File: config.mk
export PLATFORM = sky130hd
export DESIGN_NAME = im_fetch_ctrl_flat
export DESIGN_NICKNAME = d
export VERILOG_FILES = /design/src/rtl/im_fetch_ctrl_if.sv /design/src/rtl/im_fetch_ctrl.sv /design/src/flat_wrapper.sv
export SDC_FILE = /design/constraint.sdc
export NUM_CORES = 1
export LEC_CHECK = 0
export ABC_CLOCK_PERIOD_IN_PS = 7000
export CAP_MARGIN = 10
export CORE_MARGIN = 8
export CORE_UTILIZATION = 45
export DETAILED_ROUTE_END_ITERATION = 16
export PLACE_DENSITY = 0.83
export SYNTH_ARGS = -nofsm -noshare
export SYNTH_HDL_FRONTEND = slang
export SYNTH_SLANG_ARGS = --single-unit
File: constraint.sdc
create_clock -name clk_i -period 7 [get_ports clk_i]
set_input_delay 1.05 -clock clk_i [delete_from_list [all_inputs] [get_ports clk_i]]
set_output_delay 1.05 -clock clk_i [all_outputs]
set_load 0.01 [all_outputs]
File: src/rtl/im_fetch_ctrl_if.sv
// Bundle of loader, IM write/read, and decoder-side signals for the fetch controller.
// Latency: none; this is wiring only.
// Backpressure: the loader stream uses loadValid/loadReady; all other signals are unthrottled.
interface im_fetch_ctrl_if #(
   parameter int IM_ADDR_W = 12
);
   // Loader stream
   logic                 loadValid;
   logic                 loadReady;
   logic [31:0]          loadData;
   logic                 loadLast;

   // IM write port
   logic                 imWe;
   logic [IM_ADDR_W-1:0] imWaddr;
   logic [31:0]          imWdata;

   // IM read port
   logic [IM_ADDR_W-1:0] instrAddr;
   logic [31:0]          instr;

   // PC and fetch status
   logic [31:0]          pc;
   logic                 fetchValid;
   logic                 halted;
   logic                 addrErr;

   // Next-PC controls from the decoder
   logic                 stall;
   logic [1:0]           npcSel;
   logic                 branchTaken;
   logic [15:0]          branchOff;
   logic [25:0]          jumpIndex;
   logic [31:0]          jrTarget;

   // Controller side
   modport master (
      input  loadValid, loadData, loadLast,
      output loadReady,
      output imWe, imWaddr, imWdata,
      output instrAddr,
      input  instr,
      output pc, fetchValid, halted, addrErr,
      input  stall, npcSel, branchTaken, branchOff, jumpIndex, jrTarget
   );

   // Loader / IM / decoder side
   modport slave (
      output loadValid, loadData, loadLast,
      input  loadReady,
      input  imWe, imWaddr, imWdata,
      input  instrAddr,
      output instr,
      input  pc, fetchValid, halted, addrErr,
      output stall, npcSel, branchTaken, branchOff, jumpIndex, jrTarget
   );
endinterface

File: src/rtl/im_fetch_ctrl.sv
// Instruction-memory sequencer: boot-loads IM from a stream, then owns the PC and fetch address.
// Latency: one loader word per cycle in BOOT; PC updates one cycle after the npc controls are presented.
// Backpressure: loadReady is high only in BOOT; stall holds the PC; HALT is left only by reset.
module im_fetch_ctrl #(
   parameter logic [31:0] PC_RESET  = 32'h0000_3000,
   parameter logic [31:0] IM_BASE   = 32'h0000_3000,
   parameter int          IM_ADDR_W = 12,
   parameter logic [31:0] HALT_WORD = 32'h0000_000C
) (
   input logic            clk_i,
   input logic            reset_i,
   im_fetch_ctrl_if.master bus
);

   typedef enum logic [1:0] {
      ST_BOOT = 2'd0,
      ST_RUN  = 2'd1,
      ST_HALT = 2'd2
   } state_t;

   // First byte address past the end of IM; 33 bits so the sum cannot wrap.
   localparam logic [32:0] IM_END = {1'b0, IM_BASE} + (33'd4 << IM_ADDR_W);

   state_t               state_q, state_d;
   logic [31:0]          pc_q, pc_d;
   logic [IM_ADDR_W-1:0] wcnt_q, wcnt_d;
   logic                 addr_err_q, addr_err_d;

   logic                 load_acc;
   logic [31:0]          seq_pc;
   logic [31:0]          br_off;
   logic [31:0]          npc;
   logic                 npc_bad;

   // Next-PC selection and target legality check (all 32-bit wrap arithmetic).
   always_comb begin
      seq_pc = pc_q + 32'd4;
      br_off = {{14{bus.branchOff[15]}}, bus.branchOff, 2'b00};
      npc    = seq_pc;
      case (bus.npcSel)
         2'b00:   npc = seq_pc;
         2'b01:   npc = bus.branchTaken ? (seq_pc + br_off) : seq_pc;
         2'b10:   npc = {pc_q[31:28], bus.jumpIndex, 2'b00};
         default: npc = bus.jrTarget;
      endcase
      npc_bad = (npc < IM_BASE) || ({1'b0, npc} >= IM_END) || (npc[1:0] != 2'b00);
   end

   // A loader word is taken only in BOOT and never while reset is asserted.
   assign load_acc = bus.loadValid && (state_q == ST_BOOT) && !reset_i;

   // Next-state logic: boot word counting, PC advance, and the two halt causes.
   always_comb begin
      state_d    = state_q;
      pc_d       = pc_q;
      wcnt_d     = wcnt_q;
      addr_err_d = addr_err_q;
      case (state_q)
         ST_BOOT: begin
            if (load_acc) begin
               wcnt_d = wcnt_q + 1'b1;
               // The last word of the image, or the word filling IM, ends the boot.
               if (bus.loadLast || (wcnt_q == {IM_ADDR_W{1'b1}})) begin
                  state_d = ST_RUN;
                  pc_d    = PC_RESET;
               end
            end
         end
         ST_RUN: begin
            if (!bus.stall) begin
               // A halt instruction takes priority over a bad target and is not an error.
               if (bus.instr == HALT_WORD) begin
                  state_d = ST_HALT;
               end else if (npc_bad) begin
                  state_d    = ST_HALT;
                  addr_err_d = 1'b1;
               end else begin
                  pc_d = npc;
               end
            end
         end
         ST_HALT: begin
            state_d = ST_HALT;
         end
         default: begin
            state_d = ST_BOOT;
         end
      endcase
   end

   // State registers with synchronous reset; IM contents are not touched by reset.
   always_ff @(posedge clk_i) begin
      if (reset_i) begin
         state_q    <= ST_BOOT;
         pc_q       <= PC_RESET;
         wcnt_q     <= '0;
         addr_err_q <= 1'b0;
      end else begin
         state_q    <= state_d;
         pc_q       <= pc_d;
         wcnt_q     <= wcnt_d;
         addr_err_q <= addr_err_d;
      end
   end

   // Output decode; handshake and status outputs are forced low while reset is high.
   always_comb begin
      bus.loadReady  = (state_q == ST_BOOT) && !reset_i;
      bus.imWe       = load_acc;
      bus.imWaddr    = wcnt_q;
      bus.imWdata    = bus.loadData;
      bus.instrAddr  = IM_ADDR_W'((pc_q - IM_BASE) >> 2);
      bus.pc         = pc_q;
      bus.fetchValid = (state_q == ST_RUN) && !reset_i;
      bus.halted     = (state_q == ST_HALT) && !reset_i;
      bus.addrErr    = addr_err_q;
   end

endmodule

File: src/flat_wrapper.sv
// flat-port wrapper written by rule: the top's interface ports become plain ports
module im_fetch_ctrl_flat 
#(
   parameter logic [31:0] PC_RESET  = 32'h0000_3000,
   parameter logic [31:0] IM_BASE   = 32'h0000_3000,
   parameter int          IM_ADDR_W = 12,
   parameter logic [31:0] HALT_WORD = 32'h0000_000C
)
  (clk_i, reset_i, bus_loadValid, bus_loadData, bus_loadLast, bus_loadReady, bus_imWe, bus_imWaddr, bus_imWdata, bus_instrAddr, bus_instr, bus_pc, bus_fetchValid, bus_halted, bus_addrErr, bus_stall, bus_npcSel, bus_branchTaken, bus_branchOff, bus_jumpIndex, bus_jrTarget);
  im_fetch_ctrl_if #(.IM_ADDR_W(IM_ADDR_W)) bus_i ();
  input logic clk_i;
  input logic reset_i;
  input wire logic [$bits(bus_i.loadValid)-1:0] bus_loadValid;
  input wire logic [$bits(bus_i.loadData)-1:0] bus_loadData;
  input wire logic [$bits(bus_i.loadLast)-1:0] bus_loadLast;
  output wire logic [$bits(bus_i.loadReady)-1:0] bus_loadReady;
  output wire logic [$bits(bus_i.imWe)-1:0] bus_imWe;
  output wire logic [$bits(bus_i.imWaddr)-1:0] bus_imWaddr;
  output wire logic [$bits(bus_i.imWdata)-1:0] bus_imWdata;
  output wire logic [$bits(bus_i.instrAddr)-1:0] bus_instrAddr;
  input wire logic [$bits(bus_i.instr)-1:0] bus_instr;
  output wire logic [$bits(bus_i.pc)-1:0] bus_pc;
  output wire logic [$bits(bus_i.fetchValid)-1:0] bus_fetchValid;
  output wire logic [$bits(bus_i.halted)-1:0] bus_halted;
  output wire logic [$bits(bus_i.addrErr)-1:0] bus_addrErr;
  input wire logic [$bits(bus_i.stall)-1:0] bus_stall;
  input wire logic [$bits(bus_i.npcSel)-1:0] bus_npcSel;
  input wire logic [$bits(bus_i.branchTaken)-1:0] bus_branchTaken;
  input wire logic [$bits(bus_i.branchOff)-1:0] bus_branchOff;
  input wire logic [$bits(bus_i.jumpIndex)-1:0] bus_jumpIndex;
  input wire logic [$bits(bus_i.jrTarget)-1:0] bus_jrTarget;
  assign bus_i.loadValid = bus_loadValid;
  assign bus_i.loadData = bus_loadData;
  assign bus_i.loadLast = bus_loadLast;
  assign bus_loadReady = bus_i.loadReady;
  assign bus_imWe = bus_i.imWe;
  assign bus_imWaddr = bus_i.imWaddr;
  assign bus_imWdata = bus_i.imWdata;
  assign bus_instrAddr = bus_i.instrAddr;
  assign bus_i.instr = bus_instr;
  assign bus_pc = bus_i.pc;
  assign bus_fetchValid = bus_i.fetchValid;
  assign bus_halted = bus_i.halted;
  assign bus_addrErr = bus_i.addrErr;
  assign bus_i.stall = bus_stall;
  assign bus_i.npcSel = bus_npcSel;
  assign bus_i.branchTaken = bus_branchTaken;
  assign bus_i.branchOff = bus_branchOff;
  assign bus_i.jumpIndex = bus_jumpIndex;
  assign bus_i.jrTarget = bus_jrTarget;
  im_fetch_ctrl #(.PC_RESET(PC_RESET), .IM_BASE(IM_BASE), .IM_ADDR_W(IM_ADDR_W), .HALT_WORD(HALT_WORD)) u_core (.clk_i(clk_i), .reset_i(reset_i), .bus(bus_i));
endmodule
Word level (Yosys, flattened, before mapping)
Index checks and enable logic that the tools add are counted.
W data, S select, Z words.
{"block": "totals", "reg_bits": 47, "latch_bits": 0, "ramBits": 0, "romBits": 0, "out_inout_bits": 93, "word_cells": 55, "n_memories": 0}
{"block": "classes", "n_addsub": 4, "mul": 0, "n_div": 0, "n_lt_le_gt_ge": 2, "n_eq_ne": 12, "shifts": 0, "n_mux": 14, "bitwise_logic": 2, "n_reduce_logical": 17}
{"cell": "$mux W32", "count": 6}
{"cell": "$pmux W32 S3", "count": 1}
{"cell": "$pmux W32 S2", "count": 1}
{"cell": "$add A32 B3 Y32 const B", "count": 1}
{"cell": "$add A32 B32 Y32", "count": 1}
{"cell": "$eq A32 B4 Y1 const B", "count": 1}
{"cell": "$ge A32 B15 Y1 const B", "count": 1}
{"cell": "$lt A32 B14 Y1 const B", "count": 1}
{"cell": "$sub A14 B14 Y14 const B", "count": 1}
{"cell": "$add A12 B1 Y12 const B", "count": 1}
{"cell": "$eq A12 B12 Y1 const B", "count": 1}
{"cell": "$mux W2", "count": 5}
{"cell": "$ne A2 B2 Y1 const B", "count": 5}
{"cell": "$reduce_and A4 Y1", "count": 2}
{"cell": "$pmux W2 S3", "count": 1}
{"cell": "$reduce_and A6 Y1", "count": 1}
{"cell": "$logic_and A1 B1 Y1", "count": 5}
{"cell": "$eq A2 B1 Y1 const B", "count": 2}
{"cell": "$eq A2 B2 Y1 const B", "count": 2}
{"cell": "$logic_not A2 Y1", "count": 2}
{"cell": "$reduce_bool A2 Y1", "count": 2}
{"cell": "$logic_or A1 B1 Y1", "count": 3}
{"cell": "$ne A3 B1 Y1 const B", "count": 1}
{"cell": "$not A1 Y1", "count": 2}
{"cell": "other kinds (2)", "count": 2}

Depth between registers and ports, before layout
{"block": "logic_depth", "word_depth": 11, "ltp_mapped": 20, "ltp_nobuf": 17}

Worst setup path before layout
OpenSTA, ideal clock, no wires.
{"block": "synth_path", "path_type": "reg-to-reg", "start": "register u_core.pc_q[2], in the netlist u_core.bus.pc[2]", "end": "register u_core.state_q[0]", "setup_time_ns": 0.123, "arrival_ns": 5.088, "required_ns": 6.877, "path_slack_ns": 1.789, "stages_incl_launch_ff": 21, "n_path_buf": 3, "cell_sequence": "dfxtp_1 > ha_1 > nand2_1 > or4_1 > buf_2 > nor3_1 > xnor2_1 > inv_1 > ha_1 > clkbuf_1 > nand4_1 > nor3_1 > nand2_1 > or3_1 > a32oi_1 > o22ai_1 > or4_1 > or4b_1 > buf_2 > o21ai_4 > mux2_1"}
{"block": "synth_via", "elab_chain_len": 9, "word_cells_on_any_way": 10}
{"element": "start, declared", "line": "im_fetch_ctrl.sv:25", "text": "logic [31:0] pc_q, pc_d;"}
{"element": "start signal, assigned", "line": "im_fetch_ctrl.sv:100", "text": "pc_q <= pc_d;"}
{"element": "$add A32 B3 Y32 (*)", "line": "im_fetch_ctrl.sv:37", "text": "seq_pc = pc_q + 32'd4;"}
{"element": "$add A32 B32 Y32", "line": "im_fetch_ctrl.sv:42", "text": "2'b01: npc = bus.branchTaken ? (seq_pc + br_off) : seq_pc;"}
{"element": "$mux W32", "line": "im_fetch_ctrl.sv:42"}
{"element": "$pmux W32 S3 (*)", "line": "im_fetch_ctrl.sv:40", "text": "case (bus.npcSel)"}
{"element": "$lt A32 B14 Y1 or $ge A32 B15 Y1 (tied branches)", "line": "im_fetch_ctrl.sv:46", "text": "npc_bad = (npc < IM_BASE) || ({1'b0, npc} >= IM_END) || (npc[1:0] != 2'b00);"}
{"element": "$logic_or A1 B1 Y1 (*) (2 in series)", "line": "im_fetch_ctrl.sv:46"}
{"element": "$ne A3 B1 Y1 (no line) (*)"}
{"element": "$reduce_and A4 Y1 (no line) (*)"}
{"element": "end signal, assigned", "line": "im_fetch_ctrl.sv:99", "text": "state_q <= state_d;"}
{"element": "end, declared", "line": "im_fetch_ctrl.sv:24", "text": "state_t state_q, state_d;"}
Every way passes the cells marked *; elsewhere a longest branch is shown, timed or not.
A chain may end at the register's enable or synchronous reset.

Final worst setup path
Ends and elaborated chain as after synthesis.

==> metrics.yaml <==
end_kind: "flip-flop"
fin_tns_setup_ns: 0
clk_pin_slew_ns: 0.07
htree_levels: 2
holdPathEnd: "u_core.bus.addrErr"
p_int_uw: 619
power.switching_uw: 355
nets: 1116
vdd_drop_max_uv: 138
clkPwrFrac_pct: 25.3
syn_avg_cell_area_um2: 7.21
async_flop_share_pct: 0
worstPathCellList: "ha_1 -> nand2_1 -> or4_1 -> nor3_1 -> xnor2_1 -> inv_1 -> ha_1 -> nand4_1 -> nor3_1 -> nand2_1 -> or3_1 -> a32oi_1 -> o22ai_1 -> or4_1 -> or4b_1 -> o21ai_4 -> mux2_1"
drc: 0
synthFlopType: "dfxtp_1"
critPathLaunchType: "flip-flop"
cts_setup_buffers: 0
tightestPinTransition_ns: 0.905
grt_max_degree: 37
ctsHoldBuffers: 0
cts_tree: "done"
grt.total_usage_pct: 23.6
ctsResizeCount: 0
fin_area_um2: 7660
power_per_cell_area_nw_per_um2: 127
hold_path_startpoint: "u_core.bus.addrErr"
avgViaCountPerCell: 6.14
drv_cap: 0
synth_warnings: 0
drt_iter0_markers: 734
clockRootBuffer: "clkbuf_16"
yosys.cell_types.count: 75
num_io_pins: 239
critical_path_arrival_ns: 6.04
io_buffers: 174
grt_pass1_vias: 6593
initial_core_util_pct: 45.6
drive_gt1_share_pct: 3.75
p_comb_share_pct: 44.2
ff2ff_path_depth: 17
dieHeight_um: 131
core-area_um2: 13100
num_vias: 6807
p_leak_nw: 2.85
gp_congestion: 1.01
cts_buffer_depth: 2
finalCritPeriodShare_pct: 83.6
min_period_ns: 5.85
max_freq_mhz: 171
rrSetupSlack_ns: 1.15
grt_pass1_wl_um: 34100
reg2reg_from: "u_core.bus.pc[2]"
crit_fanout: 10
synth_edf_count: 0
timing.hold.ws_ns: 0.456
critPathRequiredTime_ns: 7.18
synthCells: 831
worst_r2r_endpoint: "u_core.state_q[0]"
wl_per_cell_um: 19.5
rsz0062_at_grt: "false"
syn_nets: 1015
cts_buffers: 5
syn-cell-area_um2: 5990
setup_viol: 0
cp_slowest_stage_delay_ns: 0.63
critical_path_class: "reg2reg"
switching_share_pct: 36.5
synth_seq_cells: 47
fin_skew_ns: 0.0120
max_slew_margin_pct: 39.5
diodes: 0
globalRouteOverflowTotal: 0
postRouteWirelength_um: 21600
finalHoldViolCount: 0
dr.pass1.iters: 5
fin_ws_ns: 1.15
dieWidth_um: 131
rows: 42
place_hpwl_um: 17600
clkSinkCount: 47
dieArea_um2: 17300
sequentialPowerShare_pct: 30.5
slew_violations: 0
clkLatencyLatePin_ns: 0.29
ant_nets: 0
post_dp_cell_area_um2: 7500
final_util_pct: 58.3
area_growth_syn_to_layout_pct: 27.8
ys_seq_area_share_pct: 15.7
outcome: "completed"
nFillCells: 1236
antenna_found_initial: 0
cp_slowest_cell: "or4_1"
min_path_cells: 2
worstHoldPathType: "reg2reg"
pre_cts_slack_ns: 1.27
## worst max-delay path, delay by kind of cell (launching register included)
family                   cells  cell delay (ns)
AND/OR/NAND/NOR              9             3.19
adder cells (fa/ha/maj)      2             0.84
AO/OA/AOI/OAI                3             0.54
flip-flops                   1             0.51
multiplexers                 1             0.33
XOR/XNOR                     1             0.23
buffers and inverters        1             0.09
## power by group through the flow
| stage | Clock, mW | Sequential (mW) | Combinational [mW] |
|---|---|---|---|
| final | 0.246 | 0.297 | 0.431 |
| after global routing | 0.260 | 0.300 | 0.468 |
| after CTS | 0.249 | 0.297 | 0.426 |
| after detailed placement | 0 | 0.304 | 0.423 |
| after global placement | 0 | 0.303 | 0.420 |
| after floorplan | 0 | 0.303 | 0.276 |
## placed cells by master (no fill, tap or decap), types with 4 or more instances in the layout
cell | Yosys | layout
a211o_1 | 4 | 4
a211oi_1 | 13 | 13
a21o_1 | 10 | 10
a21oi_1 | 58 | 58
a221oi_1 | 5 | 5
a31oi_1 | 5 | 5
and2_1 | 20 | 20
and3_1 | 4 | 4
and4_1 | 6 | 6
clkbuf_16 | 0 | 5
clkdlybuf4s50_1 | 0 | 174
dfxtp_1 | 47 | 47
ha_1 | 37 | 37
inv_1 | 28 | 28
mux2_2 | 6 | 6
mux2i_1 | 21 | 21
nand2_1 | 90 | 90
nand2b_1 | 4 | 4
nand3_1 | 24 | 24
nand4_1 | 27 | 27
nor2_1 | 62 | 62
nor2b_1 | 7 | 7
nor3_1 | 31 | 31
nor4_1 | 15 | 15
o2111ai_1 | 4 | 4
o211ai_1 | 13 | 13
o21a_1 | 4 | 4
o21ai_0 | 49 | 49
o21bai_1 | 5 | 5
o221ai_1 | 8 | 8
o22ai_1 | 11 | 11
or2_2 | 5 | 5
or3_1 | 4 | 4
or4_1 | 7 | 7
xnor2_1 | 34 | 34
xor2_1 | 20 | 20
## layout make-up
class | count | area, um2 | area share [%]
timing repair buffer | 177 | 1760 | 23.0
sequential | 47 | 941 | 12.3
clock buffer | 5 | 125 | 1.63
clock inverter | 3 | 27.5 | 0.359
inverter | 30 | 113 | 1.47
multi-input combinational | 671 | 4470 | 58.3
tap | 176 | 220 | 2.88
## synth_stat cells (8+ instances only)
library cell,n,area [um2]
a211oi_1,13,97.6
a21o_1,10,75.1
a21oi_1,58,290
and2_1,20,125
buf_4,42,315
clkbuf_1,33,124
dfxtp_1,47,941
ha_1,37,463
inv_1,28,105
mux2i_1,21,210
nand2_1,90,338
nand3_1,24,120
nand4_1,27,169
nor2_1,62,233
nor3_1,31,155
nor4_1,15,93.8
o211ai_1,13,97.6
o21ai_0,49,245
o221ai_1,8,70.1
o22ai_1,11,68.8
xnor2_1,34,298
xor2_1,20,175
## worst max-delay path by stage
stage | slack [ns] | startpoint | cells after the start | endpoint
floorplan | 1.79 | u_core.bus.pc[2] | 20 | u_core.state_q[0]
global placement | 1.39 | u_core.bus.pc[2] | 17 | u_core.state_q[0]
detailed placement | 1.27 | u_core.bus.pc[2] | 17 | u_core.state_q[0]
CTS | 1.24 | u_core.bus.pc[2] | 17 | u_core.state_q[0]
global route | 0.87 | u_core.bus.pc[2] | 17 | u_core.state_q[0]
finish | 1.15 | u_core.bus.pc[2] | 17 | u_core.state_q[0]
## logic make-up after synthesis
family / count (synthesis) / synth area share (%)
AND/OR/NAND/NOR: 325 / 28.4
AO/OA/AOI/OAI: 223 / 24.6
buffers and inverters: 113 / 9.77
XOR/XNOR: 54 / 7.89
flip-flops: 47 / 15.7
adder cells (fa/ha/maj): 38 / 8.06
multiplexers: 31 / 5.57
## routing by layer
metal  up-vias  share of wire [%]  global-route usage [%]
met5         -                  0                       0
met4         0                3.5                    9.13
met2       351                 46                    39.0
met3        60                8.8                    4.50
met1      3161                 41                    29.7
li1       3235                  -                       -
## stage by stage
step	total power, mW	std cells
after floorplan	0.579	831
after detailed placement	0.726	1101
final	0.974	1109
after global placement	0.723	1101
after global routing	1.03	1109
after CTS	0.972	1109
## sequential cells by signal, indices dropped and copies added, names as in the netlist
register and count:
u_core.bus.addrErr 1, u_core.bus.imWaddr 12, u_core.bus.pc 32, u_core.state_q 2
Power figures use the tool's default switching activity.
